**src/rtl/bch_div_scheduler_if.sv**
```systemverilog
// Request/response and divider-side signals of the round-robin divider scheduler.
// master = requesters plus divider (environment); slave = the scheduler.
interface bch_div_scheduler_if #(
  parameter int NREQ   = 2,
  parameter int DATA_W = 31,
  parameter int CODE_W = 5
);
  localparam int GID_W = (NREQ > 1) ? $clog2(NREQ) : 1;

  logic [NREQ-1:0]        req_valid;
  logic [NREQ*DATA_W-1:0] req_data;
  logic [NREQ*CODE_W-1:0] req_poly;
  logic [NREQ-1:0]        req_ready;
  logic [NREQ-1:0]        rsp_valid;
  logic [CODE_W-2:0]      rsp_rem;
  logic                   rsp_err;
  logic                   busy;
  logic [GID_W-1:0]       grant_id;
  logic                   div_readready;
  logic [DATA_W-1:0]      div_data;
  logic [CODE_W-1:0]      div_codeword;
  logic                   div_reset;
  logic                   div_outready;
  logic [CODE_W-2:0]      div_remainder;

  modport master (
    output req_valid, req_data, req_poly, div_outready, div_remainder,
    input  req_ready, rsp_valid, rsp_rem, rsp_err, busy, grant_id,
           div_readready, div_data, div_codeword, div_reset
  );

  modport slave (
    input  req_valid, req_data, req_poly, div_outready, div_remainder,
    output req_ready, rsp_valid, rsp_rem, rsp_err, busy, grant_id,
           div_readready, div_data, div_codeword, div_reset
  );
endinterface

```
**src/rtl/bch_div_scheduler.sv**
```systemverilog
// Round-robin scheduler sharing one serial polynomial divider between NREQ requesters.
//   state   | meaning
//   IDLE    | waiting for any req_valid; arbitrate and latch the winner's job
//   ISSUE   | accept pulse to winner, start pulse to divider, clear timer
//   WAIT    | wait for divider done or watchdog expiry
//   RESPOND | one-cycle result pulse; divider reset on timeout
module bch_div_scheduler #(
  parameter int NREQ    = 2,
  parameter int DATA_W  = 31,
  parameter int CODE_W  = 5,
  parameter int TIMEOUT = 128
) (
  input  logic                 clk,
  input  logic                 reset,
  bch_div_scheduler_if.slave   bus
);
  localparam int GID_W = (NREQ > 1) ? $clog2(NREQ) : 1;
  localparam int TMR_W = (TIMEOUT > 1) ? $clog2(TIMEOUT) : 1;
  localparam logic [TMR_W-1:0] TMR_LAST   = TMR_W'(TIMEOUT - 1);
  localparam logic [GID_W-1:0] GRANT_LAST = GID_W'(NREQ - 1);

  typedef enum logic [1:0] {
    S_IDLE    = 2'd0,
    S_ISSUE   = 2'd1,
    S_WAIT    = 2'd2,
    S_RESPOND = 2'd3
  } state_t;

  state_t             state_q, state_d;
  logic [GID_W-1:0]   last_grant_q, last_grant_d;
  logic [GID_W-1:0]   grant_q, grant_d;
  logic [DATA_W-1:0]  data_q, data_d;
  logic [CODE_W-1:0]  poly_q, poly_d;
  logic [TMR_W-1:0]   timer_q, timer_d;
  logic [CODE_W-2:0]  rem_q, rem_d;
  logic               err_q, err_d;

  logic [GID_W-1:0]   win;
  logic               found;
  logic [NREQ-1:0]    req_ready_w;
  logic [NREQ-1:0]    rsp_valid_w;

  // Search starts one past the last served requester, so it has lowest priority.
  always_comb begin
    win   = '0;
    found = 1'b0;
    for (int i = 1; i <= NREQ; i++) begin
      if (!found && bus.req_valid[(int'(last_grant_q) + i) % NREQ]) begin
        found = 1'b1;
        win   = GID_W'((int'(last_grant_q) + i) % NREQ);
      end
    end
  end

  always_comb begin
    state_d      = state_q;
    last_grant_d = last_grant_q;
    grant_d      = grant_q;
    data_d       = data_q;
    poly_d       = poly_q;
    timer_d      = timer_q;
    rem_d        = rem_q;
    err_d        = err_q;
    case (state_q)
      S_IDLE: begin
        if (found) begin
          grant_d = win;
          data_d  = bus.req_data[win*DATA_W +: DATA_W];
          poly_d  = bus.req_poly[win*CODE_W +: CODE_W];
          state_d = S_ISSUE;
        end
      end
      S_ISSUE: begin
        timer_d = '0;
        state_d = S_WAIT;
      end
      S_WAIT: begin
        if (bus.div_outready) begin
          rem_d   = bus.div_remainder;
          err_d   = 1'b0;
          state_d = S_RESPOND;
        end else if (timer_q == TMR_LAST) begin
          rem_d   = '0;
          err_d   = 1'b1;
          state_d = S_RESPOND;
        end else begin
          timer_d = timer_q + 1'b1;
        end
      end
      S_RESPOND: begin
        last_grant_d = grant_q;
        state_d      = S_IDLE;
      end
      default: state_d = S_IDLE;
    endcase
  end

  always_ff @(posedge clk) begin
    if (reset) begin
      state_q      <= S_IDLE;
      last_grant_q <= GRANT_LAST;
      grant_q      <= '0;
      data_q       <= '0;
      poly_q       <= '0;
      timer_q      <= '0;
      rem_q        <= '0;
      err_q        <= 1'b0;
    end else begin
      state_q      <= state_d;
      last_grant_q <= last_grant_d;
      grant_q      <= grant_d;
      data_q       <= data_d;
      poly_q       <= poly_d;
      timer_q      <= timer_d;
      rem_q        <= rem_d;
      err_q        <= err_d;
    end
  end

  always_comb begin
    req_ready_w = '0;
    rsp_valid_w = '0;
    if (state_q == S_ISSUE)   req_ready_w[grant_q] = 1'b1;
    if (state_q == S_RESPOND) rsp_valid_w[grant_q] = 1'b1;
  end

  assign bus.req_ready     = req_ready_w;
  assign bus.rsp_valid     = rsp_valid_w;
  assign bus.rsp_rem       = (state_q == S_RESPOND) ? rem_q : '0;
  assign bus.rsp_err       = (state_q == S_RESPOND) && err_q;
  assign bus.busy          = (state_q != S_IDLE);
  assign bus.grant_id      = grant_q;
  assign bus.div_readready = (state_q == S_ISSUE);
  assign bus.div_data      = data_q;
  assign bus.div_codeword  = poly_q;
  // A timed-out divider is reset alongside the error response.
  assign bus.div_reset     = reset || ((state_q == S_RESPOND) && err_q);

endmodule

```
**src/flat_wrapper.sv**
```systemverilog
// flat-port wrapper written by rule: the top's interface ports become plain ports
module bch_div_scheduler_flat 
#(
  parameter int NREQ    = 2,
  parameter int DATA_W  = 31,
  parameter int CODE_W  = 5,
  parameter int TIMEOUT = 128
)
  (clk, reset, bus_req_valid, bus_req_data, bus_req_poly, bus_div_outready, bus_div_remainder, bus_req_ready, bus_rsp_valid, bus_rsp_rem, bus_rsp_err, bus_busy, bus_grant_id, bus_div_readready, bus_div_data, bus_div_codeword, bus_div_reset);
  bch_div_scheduler_if #(.NREQ(NREQ), .DATA_W(DATA_W), .CODE_W(CODE_W)) bus_i ();
  input  logic clk;
  input  logic reset;
  input wire logic [$bits(bus_i.req_valid)-1:0] bus_req_valid;
  input wire logic [$bits(bus_i.req_data)-1:0] bus_req_data;
  input wire logic [$bits(bus_i.req_poly)-1:0] bus_req_poly;
  input wire logic [$bits(bus_i.div_outready)-1:0] bus_div_outready;
  input wire logic [$bits(bus_i.div_remainder)-1:0] bus_div_remainder;
  output wire logic [$bits(bus_i.req_ready)-1:0] bus_req_ready;
  output wire logic [$bits(bus_i.rsp_valid)-1:0] bus_rsp_valid;
  output wire logic [$bits(bus_i.rsp_rem)-1:0] bus_rsp_rem;
  output wire logic [$bits(bus_i.rsp_err)-1:0] bus_rsp_err;
  output wire logic [$bits(bus_i.busy)-1:0] bus_busy;
  output wire logic [$bits(bus_i.grant_id)-1:0] bus_grant_id;
  output wire logic [$bits(bus_i.div_readready)-1:0] bus_div_readready;
  output wire logic [$bits(bus_i.div_data)-1:0] bus_div_data;
  output wire logic [$bits(bus_i.div_codeword)-1:0] bus_div_codeword;
  output wire logic [$bits(bus_i.div_reset)-1:0] bus_div_reset;
  assign bus_i.req_valid = bus_req_valid;
  assign bus_i.req_data = bus_req_data;
  assign bus_i.req_poly = bus_req_poly;
  assign bus_i.div_outready = bus_div_outready;
  assign bus_i.div_remainder = bus_div_remainder;
  assign bus_req_ready = bus_i.req_ready;
  assign bus_rsp_valid = bus_i.rsp_valid;
  assign bus_rsp_rem = bus_i.rsp_rem;
  assign bus_rsp_err = bus_i.rsp_err;
  assign bus_busy = bus_i.busy;
  assign bus_grant_id = bus_i.grant_id;
  assign bus_div_readready = bus_i.div_readready;
  assign bus_div_data = bus_i.div_data;
  assign bus_div_codeword = bus_i.div_codeword;
  assign bus_div_reset = bus_i.div_reset;
  bch_div_scheduler #(.NREQ(NREQ), .DATA_W(DATA_W), .CODE_W(CODE_W), .TIMEOUT(TIMEOUT)) u_core (.clk(clk), .reset(reset), .bus(bus_i));
endmodule
```
**config.mk**
```make
export PLATFORM = sky130hd
export DESIGN_NAME = bch_div_scheduler_flat
export DESIGN_NICKNAME = d
export VERILOG_FILES = /design/src/rtl/bch_div_scheduler_if.sv /design/src/rtl/bch_div_scheduler.sv /design/src/flat_wrapper.sv
export SDC_FILE = /design/constraint.sdc
export NUM_CORES = 1
export LEC_CHECK = 0
export CAP_MARGIN = 20
export CORE_ASPECT_RATIO = 1.5
export CORE_UTILIZATION = 43
export CTS_CLUSTER_DIAMETER = 200
export DETAILED_ROUTE_END_ITERATION = 10
export PLACE_DENSITY = 0.91
export SYNTH_ARGS = -nofsm -noshare
export SYNTH_HDL_FRONTEND = slang
export SYNTH_SLANG_ARGS = --single-unit
```
**constraint.sdc**
```tcl
create_clock -name clk -period 2.55 [get_ports clk]
set_input_delay 0.51 -clock clk [delete_from_list [all_inputs] [get_ports clk]]
set_output_delay 0.51 -clock clk [all_outputs]
set_load 0.02 [all_outputs]
```
---- Yosys cells after proc, flatten, opt, wreduce, memory -nomap -nowiden ----
Index checks and enable logic that the tools add are counted.
word-level totals
  flip-flop bits (word level) ............. 52
cells by class
  add/subtract/negate cells ............... 3
  multipliers ............................. 2
  order comparisons ....................... 4
  equal/unequal tests ..................... 8
  shifts and indexed selects .............. 2
  multiplexer cells ....................... 26
  bitwise gates (word level) .............. 2
  reduce and logical (&&, ||, !) cells .... 13
operators with widths
  operator                                                                       number
  62-bit by 7-bit variable part select with 31-bit output                        1
  7-bit two-way mux                                                              2
  7-bit case mux with 2 select lines                                             1
  1-bit two-way mux                                                              13
  4-bit two-way mux                                                              3
  2-bit two-way mux                                                              5
  10-bit by 5-bit variable part select with 5-bit output                         1
  2-bit case mux with 4 select lines                                             1
  7-bit by 1-bit adder with 7-bit output (second input constant)                 1
  7-bit equality test (second input constant)                                    1
  2-bit by 3-bit less-than comparator with 1-bit output (second input constant)  2
  1-bit by 5-bit multiplier with 6-bit output (second input constant)            1
  2-bit AND reduction                                                            3
  2-bit nonzero test                                                             3
  2-bit equality test (second input constant)                                    2
  1-bit by 3-bit multiplier with 4-bit output (second input constant)            1
  2-bit != test (second input constant)                                          2
  1-bit logical AND                                                              3
  3-bit by 2-bit != test with 1-bit output (second input constant)               1
  3-bit AND reduction                                                            1
  1-bit adder (second input constant)                                            2
  1-bit bitwise AND (first input constant)                                       2
  2-bit by 1-bit equality test with 1-bit output (second input constant)         1
  2-bit zero test                                                                1
  other kinds (6)                                                                6

---- Logic depth before layout (Yosys ltp) ----
Gate-level depths: netlist of the first run.
  word-level depth ........................ 11
  gate-level depth with buffers ........... 7
  depth with buffers taken out ............ 6

---- Least setup slack after synthesis of the first run ----
No wires, ideal clock.
  path type ............................... input port to output port
  start point ............................. input port reset
  end point ............................... output port bus_div_reset
  data arrival time ....................... 1.199 ns
  path slack .............................. 0.841 ns
  cell stages on the path ................. 3
  buffers on the path ..................... 2
  path through ............................ clkbuf_1 > clkbuf_1 > or2_2
between the ends
  word-level cells in the longest chain between the ends .. 1
ends and longest elaborated chain
  what              line                      source
  from (decl)       flat_wrapper.sv:12        input logic reset;
  1-bit logical OR  bch_div_scheduler.sv:137  assign bus.div_reset = reset || ((state_q == S_RESPOND) && err_q);
  to (decl)         flat_wrapper.sv:27        output wire logic [$bits(bus_i.div_reset)-1:0] bus_div_reset;
No other way between the ends.

---- Final worst setup path of the first run ----
  start point ............................. register u_core.state_q[0]
  end point ............................... output port bus_div_reset
between the ends
  word-level cells in the longest chain between the ends .. 3
ends and longest elaborated chain
  what                    line                      source
  from (decl)             bch_div_scheduler.sv:29   state_t state_q, state_d;
  from (signal assigned)  bch_div_scheduler.sv:109  state_q <= state_d;
  2-bit equality test     bch_div_scheduler.sv:137
  1-bit logical AND       bch_div_scheduler.sv:137
  1-bit logical OR        bch_div_scheduler.sv:137
No other way between the ends.

==> results of run 1 <==
flip-flops by register name, summed over array words and instances (netlist names):
name / count
u_core.err_q: 1
u_core.last_grant_q: 1
u_core.state_q: 2
u_core.bus.div_data: 31
u_core.bus.div_codeword: 5
u_core.timer_q: 7
u_core.bus.grant_id: 1
u_core.rem_q: 4
cells by family after synthesis:
group	Yosys count	synth area share (%)
simple gates	78	15.1
compound gates	70	21.1
flops	52	40.5
mux	36	14.0
buf+inv	27	6.33
fa+ha+maj	6	2.92
through the flow:
| stage | power, uW | hold slack, ps | setup WS (ps) | cell area [um2] | std cells |
|---|---|---|---|---|---|
| floorplan | 2210 | 449 | 841 | 2570 | 269 |
| global route | 3590 | 513 | 57.1 | 3950 | 460 |
| global placement | 2890 | 460 | 485 | 3870 | 453 |
| detailed placement | 2950 | 465 | 435 | 3870 | 453 |
| CTS | 3390 | 478 | 145 | 3950 | 460 |
| finish | 3380 | 479 | 163 | 3950 | 460 |
power groups by stage:
stage / clock (uW) / combinational (uW) / sequential, uW
final: 443 / 1780 / 1150
after CTS: 451 / 1790 / 1160
after global routing: 489 / 1930 / 1180
after global placement: 0 / 1730 / 1160
after detailed placement: 0 / 1780 / 1170
after floorplan: 0 / 814 / 1400
area by class of cell:
class / instances / area (um2) / area share (%)
timing repair buffer: 133 / 1340 / 34.0
clock buffer: 6 / 72.6 / 1.84
sequential: 52 / 1040 / 26.4
inverter: 6 / 22.5 / 0.571
multi-input combinational: 190 / 1370 / 34.8
tap: 72 / 90.1 / 2.28
clock inverter: 1 / 5.00 / 0.127
placed cells by master (no fill, tap or decap), drive strengths merged:
| cell type | n |
|---|---|
| a21o | 2 |
| nand3 | 7 |
| a311oi | 2 |
| and3 | 2 |
| nand3b | 1 |
| or2 | 1 |
| a31o | 2 |
| o211ai | 1 |
| nor2 | 41 |
| nand2 | 3 |
| a21oi | 11 |
| and2 | 9 |
| clkbuf | 6 |
| clkdlybuf4s50 | 128 |
| mux2i | 36 |
| nand4b | 1 |
| buf | 5 |
| or3 | 2 |
| a211oi | 39 |
| a31oi | 4 |
| and4 | 1 |
| o21ba | 1 |
| nand4 | 2 |
| nand2b | 3 |
| or2b | 1 |
| inv | 6 |
| dfxtp | 52 |
| ha | 6 |
| a211o | 1 |
| o21ai | 6 |
| a21boi | 1 |
| clkinv | 1 |
| nor2b | 4 |
worst max-delay path by stage:
stage / from / to / slack, ps
global route: u_core.state_q[0] / bus_div_reset / 60
global placement: bus_req_valid[1] / u_core.bus.div_data[2] / 490
detailed placement: bus_req_valid[1] / u_core.bus.div_codeword[4] / 440
floorplan: reset / bus_div_reset / 840
CTS: u_core.state_q[0] / bus_div_reset / 140
finish: u_core.state_q[0] / bus_div_reset / 160
per-layer routing:
layer / up-vias / wire, um
li1: 1210 / -
met3: 17 / 376
met4: 0 / 194
met2: 83 / 3680
met5: - / 0
met1: 1152 / 2790
worst min-delay path, cell delays in order, from the launching register on:
cell,delay (ps)
dfxtp_1,310
o21ai_0,60
a21oi_1,60
==> key figures, run 1 <==
Outcome
  – Status: complete, no violations

STA
  – RSZ-0062 raised after global routing: no
  – Fmax: 419 MHz
  – Fin crit share: 93.6%
  – Final setup viols: 0
  – Layout Skew: 7.30 ps
  – Sum Neg Setup Slack: 0 ps
  – Relative slew slack: 60.0%
  – Final Max Tran Viols: 0
  – Final hold vios: 0
  – Slew @ Worst Pin: 601 ps
  – Tmin final: 2390 ps

Global routing
  – Vias in the first global route: 2399
  – Largest net degree at the start of global routing: 53
  – First-pass GRT wire length: 11.0 mm
  – Initial antenna violation count: 0
  – Busiest grt layer: met2
  – Overflow after GRT: 0
  – Met3 Use GR: 4.01%
  – Met2 Use GR: 41.4%
  – GR Util met1: 23.9%
  – GR Util All Layers: 22.3%

Layout
  – Final core utilization: 68.2%
  – Layout cells sized above 1: 7.47%
  – Diode count: 0
  – Final #Nets: 475
  – Filler cells: 455
  – Area grow syn2layout: 53.6%

Pwr
  – Pint: 2050 uW
  – Power density over cell area: 855 nW/um2
  – Combinational fraction of design power: 52.7%
  – Flop pwr share: 34.2%
  – Worst vdd ir: 603 uV
  – NetSw: 1330 uW
  – Leak: 0.00144 uW
  – Clock power share: 13.1%
  – Switching Fraction: 39.3%

Route
  – DRC Markers: 0
  – WL/cell: 15.3 um
  – Initial drt markers: 106
  – Vias: 2462
  – Final WL: 7.05 mm
  – Final ANT Viol Nets: 0
  – Vias per cell: 5.35
  – First-pass iteration count of the detailed router: 4

Worst setup path
  – CP Class: flop to output port
  – WP buf/inv: 1
  – Path depth of the worst reg2reg path: 6
  – Crit path max-delay cell type: clkdlybuf4s50_1
  – Flop2flop setup slack: 650 ps
  – R2r startpoint: u_core.state_q[0]
  – Crit path launch type: flop
  – Critical path's top delay family: buffers and inverters
  – Crit-path cells: ha_1, and2_1, or2_2, clkdlybuf4s50_1
  – Cell depth of the worst setup path: 4
  – Critical Path Sink Type: output port
  – CP max stage delay: 540 ps
  – Worst R2R End: u_core.timer_q[4]
  – Crit path max fanout: 7
  – Critical path arrival: 1880 ps
  – Crit path required time: 2040 ps

Clock tree
  – Reg clk slew, reported paths: 90 ps
  – TritonCTS sink count: 52
  – Clock Tree Root: clkbuf_8
  – CTS tree: built
  – Post-cts sizing count: 0
  – CTS buffer count: 5
  – Post-CTS Hold Buffers: 0
  – CTS max path bufs: 2
  – Clk Latency, worst-skew pair: 300 ps
  – Post-CTS Setup Bufs: 0
  – Htree depth: 2

Placed design
  – Final RePlAce weighted congestion: 0.804
  – Post-DP HPWL: 5.32 mm
  – Port bufs: 129

Hold path
  – Worst Hold Endpoint: u_core.rem_q[2]
  – WHS Path Cells: 2
  – Hold path startpoint: u_core.rem_q[2]
  – Hold WC Path Type: flop to flop

Floorplan
  – Die ar.: 6300 um2
  – Row cnt: 34
  – Core Region: 5790 um2
  – Die X: 65.1 um
  – Initial Utilization: 44.4%
  – Die Height: 96.7 um
  – I/O pins: 130

Synth
  – Synth Area per Inst: 9.55 um2
  – Async set-reset flop share out of synthesis: 0%
  – Post-synthesis cell count: 269
  – Yosys cell types: 40
  – Top FF cell, synth: dfxtp_1
  – Seq/Total Area, Yosys: 40.5%
  – Most common cell in the netlist: dfxtp_1
  – Post-synth top area share: 40.5%
  – Net Count, Synth: 356
  – EDFF count, synth: 0
  – Post-synth top cells: 52 x dfxtp_1, 40 x nor2_1, 36 x mux2i_1
  – Top cells by area, synth: dfxtp_1 41%, mux2i_1 14%, a211oi_1 9.1%
  – #FFs+latches synth: 52
  – Syn. warnings: 0
  – Post-synth top area cell: dfxtp_1
  – Synth Cell Area: 2570 um2

Flow run
  – Max-cap violations: 0
No activity file was read; power rests on OpenSTA's default activity.
==> run 2, diff against run 1 <==
--- a/config.mk
+++ b/config.mk
@@ -5,9 +5,10 @@
 export SDC_FILE = /design/constraint.sdc
 export NUM_CORES = 1
 export LEC_CHECK = 0
+export ABC_AREA = 1
 export CAP_MARGIN = 20
 export CORE_ASPECT_RATIO = 1.5
-export CORE_UTILIZATION = 43
+export CORE_UTILIZATION = 42
 export CTS_CLUSTER_DIAMETER = 200
 export DETAILED_ROUTE_END_ITERATION = 10
 export PLACE_DENSITY = 0.91
==> run 2 against run 1 <==
Net effect: via count up 9.5%; wire length down 6.7%; area after synthesis down 5.4%; critical path depth unchanged; final cell count up 17%; sequential share of layout area up 0.78 points; flip-flop and latch count unchanged; final area down 2.9%; die area down 3.1%; critical endpoint is now bus_rsp_valid[0].
==> key figures, run 2 <==
Worst setup path
  – Crit-path cells: ha_1, inv_1, nor2_1, clkdlybuf4s50_1
  – CP Launch Point: u_core.state_q[0]
  – Crit path max-delay cell type: clkdlybuf4s50_1
  – R2r startpoint: u_core.state_q[0]
  – Crit path launch type: flop
  – CP Class: flop to output port
  – Critical path arrival: 1780 ps (-100 ps)
  – Crit path max fanout: 7 (unchanged)
  – Worst R2R End: u_core.timer_q[5]
  – Crit path required time: 2040 ps (about the same)
  – Critical Path Sink Type: output port
  – Path depth of the worst reg2reg path: 7 (+1)
  – CP max stage delay: 600 ps (+60 ps)
  – Flop2flop setup slack: 700 ps (+50 ps)
  – Setup crit end: bus_rsp_valid[0]

Global routing
  – First-pass GRT wire length: 11.1 mm (+0.44%)
  – Largest net degree at the start of global routing: 51 (-3.8%)
  – Initial antenna violation count: 0 (unchanged)
  – Overflow after GRT: 0 (unchanged)
  – GR Util All Layers: 22.5% (+0.25 points)
  – Vias in the first global route: 2591 (+8.0%)

Clock tree
  – Clk Latency, worst-skew pair: 300 ps (about the same)
  – TritonCTS sink count: 52 (unchanged)
  – Post-CTS Hold Buffers: 0 (unchanged)
  – CTS tree: built
  – Htree depth: 2 (unchanged)
  – CTS buffer count: 5 (unchanged)
  – Post-CTS Setup Bufs: 0 (unchanged)
  – Reg clk slew, reported paths: 90 ps (about the same)
  – Clock Tree Root: clkbuf_8
  – Post-cts sizing count: 0 (unchanged)
  – CTS max path bufs: 2 (unchanged)

Placed design
  – Pre-CTS setup slack: 359 ps (-75.9 ps)
  – Post-DP HPWL: 4.78 mm (-10%)
  – Port bufs: 129 (unchanged)
  – Final RePlAce weighted congestion: 0.817 (+1.6%)
  – Placed cell area: 3740 um2 (-3.2%)
  – # placed instances: 532 (+17%)

Layout
  – Diode count: 0 (unchanged)
  – Largest register FFs: 31 (unchanged)
  – Final #Nets: 556 (+17%)
  – Layout cells sized above 1: 3.83% (-3.6 points)
  – Non-Filler Instances: 540 (+17%)
  – Most common cell after layout, fill and taps aside: clkdlybuf4s50_1
  – Post-route cell area: 3830 um2 (-2.9%)
  – Area grow syn2layout: 57.6%
  – Most frequent cells in the layout: 129 x clkdlybuf4s50_1, 117 x nand2_1, 52 x dfxtp_1, 36 x a31oi_1, 27 x inv_1

Synth
  – Post-synth top area share: 42.8% (+2.3 points)
  – Async set-reset flop share out of synthesis: 0% (unchanged)
  – Most common cell in the netlist: nand2_1
  – Top FF cell, synth: dfxtp_1
  – Seq/Total Area, Yosys: 42.8% (+2.3 points)
  – Net Count, Synth: 437 (+23%)
  – Top cells by area, synth: dfxtp_1 43%, nand2_1 18%, a31oi_1 9.3%
  – Yosys cell types: 18 (-55%)
  – Post-synth top cells: 117 x nand2_1, 52 x dfxtp_1, 36 x a31oi_1
  – Post-synthesis cell count: 350 (+30%)
  – Post-synth top area cell: dfxtp_1
  – Syn. warnings: 0 (unchanged)
  – Synth Cell Area: 2430 um2 (-5.4%)
  – #FFs+latches synth: 52 (unchanged)
  – Synth Area per Inst: 6.95 um2 (-27%)
  – EDFF count, synth: 0 (unchanged)

Pwr
  – Worst vdd ir: 441 uV (-27%)
  – Switching Fraction: 40.5% (+1.2 points)
  – Combinational fraction of design power: 51.5% (-1.2 points)
  – Clock power share: 13.3% (+0.2 points)
  – Leak: 0.00160 uW (+11%)
  – Pint: 2050 uW (about the same)
  – NetSw: 1400 uW (+5.1%)
  – Flop pwr share: 35.2% (+1.0 points)
  – Power density over cell area: 899 nW/um2 (+5.0%)

STA
  – Slew @ Worst Pin: 606 ps (+4.81 ps)
  – Relative slew slack: 59.6% (-0.38 points)
  – Final hold vios: 0 (unchanged)
  – Tmin final: 2290 ps (-97.6 ps)
  – Layout Skew: 11.2 ps (+3.91 ps)
  – Fmax: 437 MHz (+4.3%)
  – Final setup viols: 0 (unchanged)
  – RSZ-0062 raised after global routing: no
  – Sum Neg Setup Slack: 0 ps (unchanged)
  – Fin crit share: 89.8% (-3.8 points)
  – PnR worst setup slack: 260 ps (+97.7 ps)
  – Final Max Tran Viols: 0 (unchanged)

Hold path
  – Hold WC Path Type: flop to flop

Floorplan
  – I/O pins: 130 (unchanged)
  – Die X: 64.1 um (-1.5%)
  – Die ar.: 6100 um2 (-3.1%)
  – Core Region: 5530 um2 (-4.4%)
  – Die Height: 95.2 um (-1.6%)
  – Row cnt: 33 (-2.9%)
  – Initial Utilization: 43.9% (-0.48 points)

Route
  – Vias: 2696 (+9.5%)
  – First-pass iteration count of the detailed router: 4 (unchanged)
  – DR top layer: met4
  – Wl on met1: 2.52 mm (-9.6%)
  – DRC Markers: 0 (unchanged)
  – Met2 Routed Length: 3.48 mm (-5.5%)
  – WL/cell: 12.2 um (-20%)
  – Final WL: 6.58 mm (-6.7%)
  – WL met3: 454 um (+21%)
  – Initial drt markers: 66 (-38%)
  – Final ANT Viol Nets: 0 (unchanged)
  – Vias per cell: 4.99 (-6.7%)

Flow run
  – Max-cap violations: 0 (unchanged)

Outcome
  – Status: complete, no violations
[run 2: cell types whose count changed after synthesis, moves of 9 or more]
cell      previous run  this run
a211oi_1            31         0
mux2i_1             36         0
inv_1                5        27
o21ai_0              6        23
nor2_1              40        18
a31oi_1              4        36
o21ai_1              0        15
nand2_1              3       117
buf_2                4        13
[run 2: kinds of logic after synthesis]
logic type | share of synthesized area [%]
flip-flops | 42.8
AND/OR/NAND/NOR | 25.2
adder cells (fa/ha/maj) | 3.09
AO/OA/AOI/OAI | 20.0
buffers and inverters | 8.85
[run 2: through the flow]
stage / power (uW) / hold WS, ps / utilization, %
after detailed placement: 3000 / 469 / 67.7
after floorplan: 2230 / 429 / -
after CTS: 3470 / 483 / 69.3
final: 3440 / 481 / 69.3
after global placement: 2950 / 459 / 67.7
after global routing: 3690 / 504 / 69.3
[run 2: cell type report]
class                           instances  area [um2]
Clock buffer                            5        68.8
Inverter                               30         113
Multi-Input combinational cell        246        1170
Tap cell                               70        87.6
Clock inverter                          3        18.8
Sequential cell                        52        1040
Timing Repair Buffer                  134        1330
Fill cell                             475        1700
[run 2: worst min-delay path by stage]
stage	startpoint	end	slack [ps]	cells after the start
floorplan	u_core.last_grant_q	u_core.last_grant_q	430	2
global placement	u_core.timer_q[6]	u_core.timer_q[6]	460	2
detailed placement	u_core.timer_q[6]	u_core.timer_q[6]	470	2
CTS	u_core.timer_q[6]	u_core.timer_q[6]	480	2
global route	u_core.timer_q[6]	u_core.timer_q[6]	500	2
finish	u_core.timer_q[6]	u_core.timer_q[6]	480	2
[run 2: critical path: cells and delay by family, from the launching register on]
family | cells | cell delay, ps
buffers and inverters | 2 | 690
adders and majority gates | 1 | 310
and+or+nand+nor | 1 | 90
DFF | 1 | 390
[run 2: layer usage]
metal / global-route usage, % / vias up
met5: 0 / -
li1: - / 1391
met1: 23.5 / 1196
met3: 6.10 / 12
met4: 8.33 / 0
met2: 42.6 / 97
[run 2: power by group through the flow]
stage,registers [uW],logic (uW),clock network (uW)
2_1_floorplan,1470,754,0
3_3_place_gp,1220,1730,0
3_5_place_dp,1230,1770,0
4_1_cts,1210,1780,479
5_1_grt,1250,1940,508
6_report,1210,1770,457
==> run 3, diff against run 2 <==
--- a/config.mk
+++ b/config.mk
@@ -12,6 +12,7 @@
 export CTS_CLUSTER_DIAMETER = 200
 export DETAILED_ROUTE_END_ITERATION = 10
 export PLACE_DENSITY = 0.91
+export SKIP_LAST_GASP = 1
 export SYNTH_ARGS = -nofsm -noshare
 export SYNTH_HDL_FRONTEND = slang
 export SYNTH_SLANG_ARGS = --single-unit
==> results of run 3 <==
No change in the layout: final DEF, timing and power equal those of run 2.
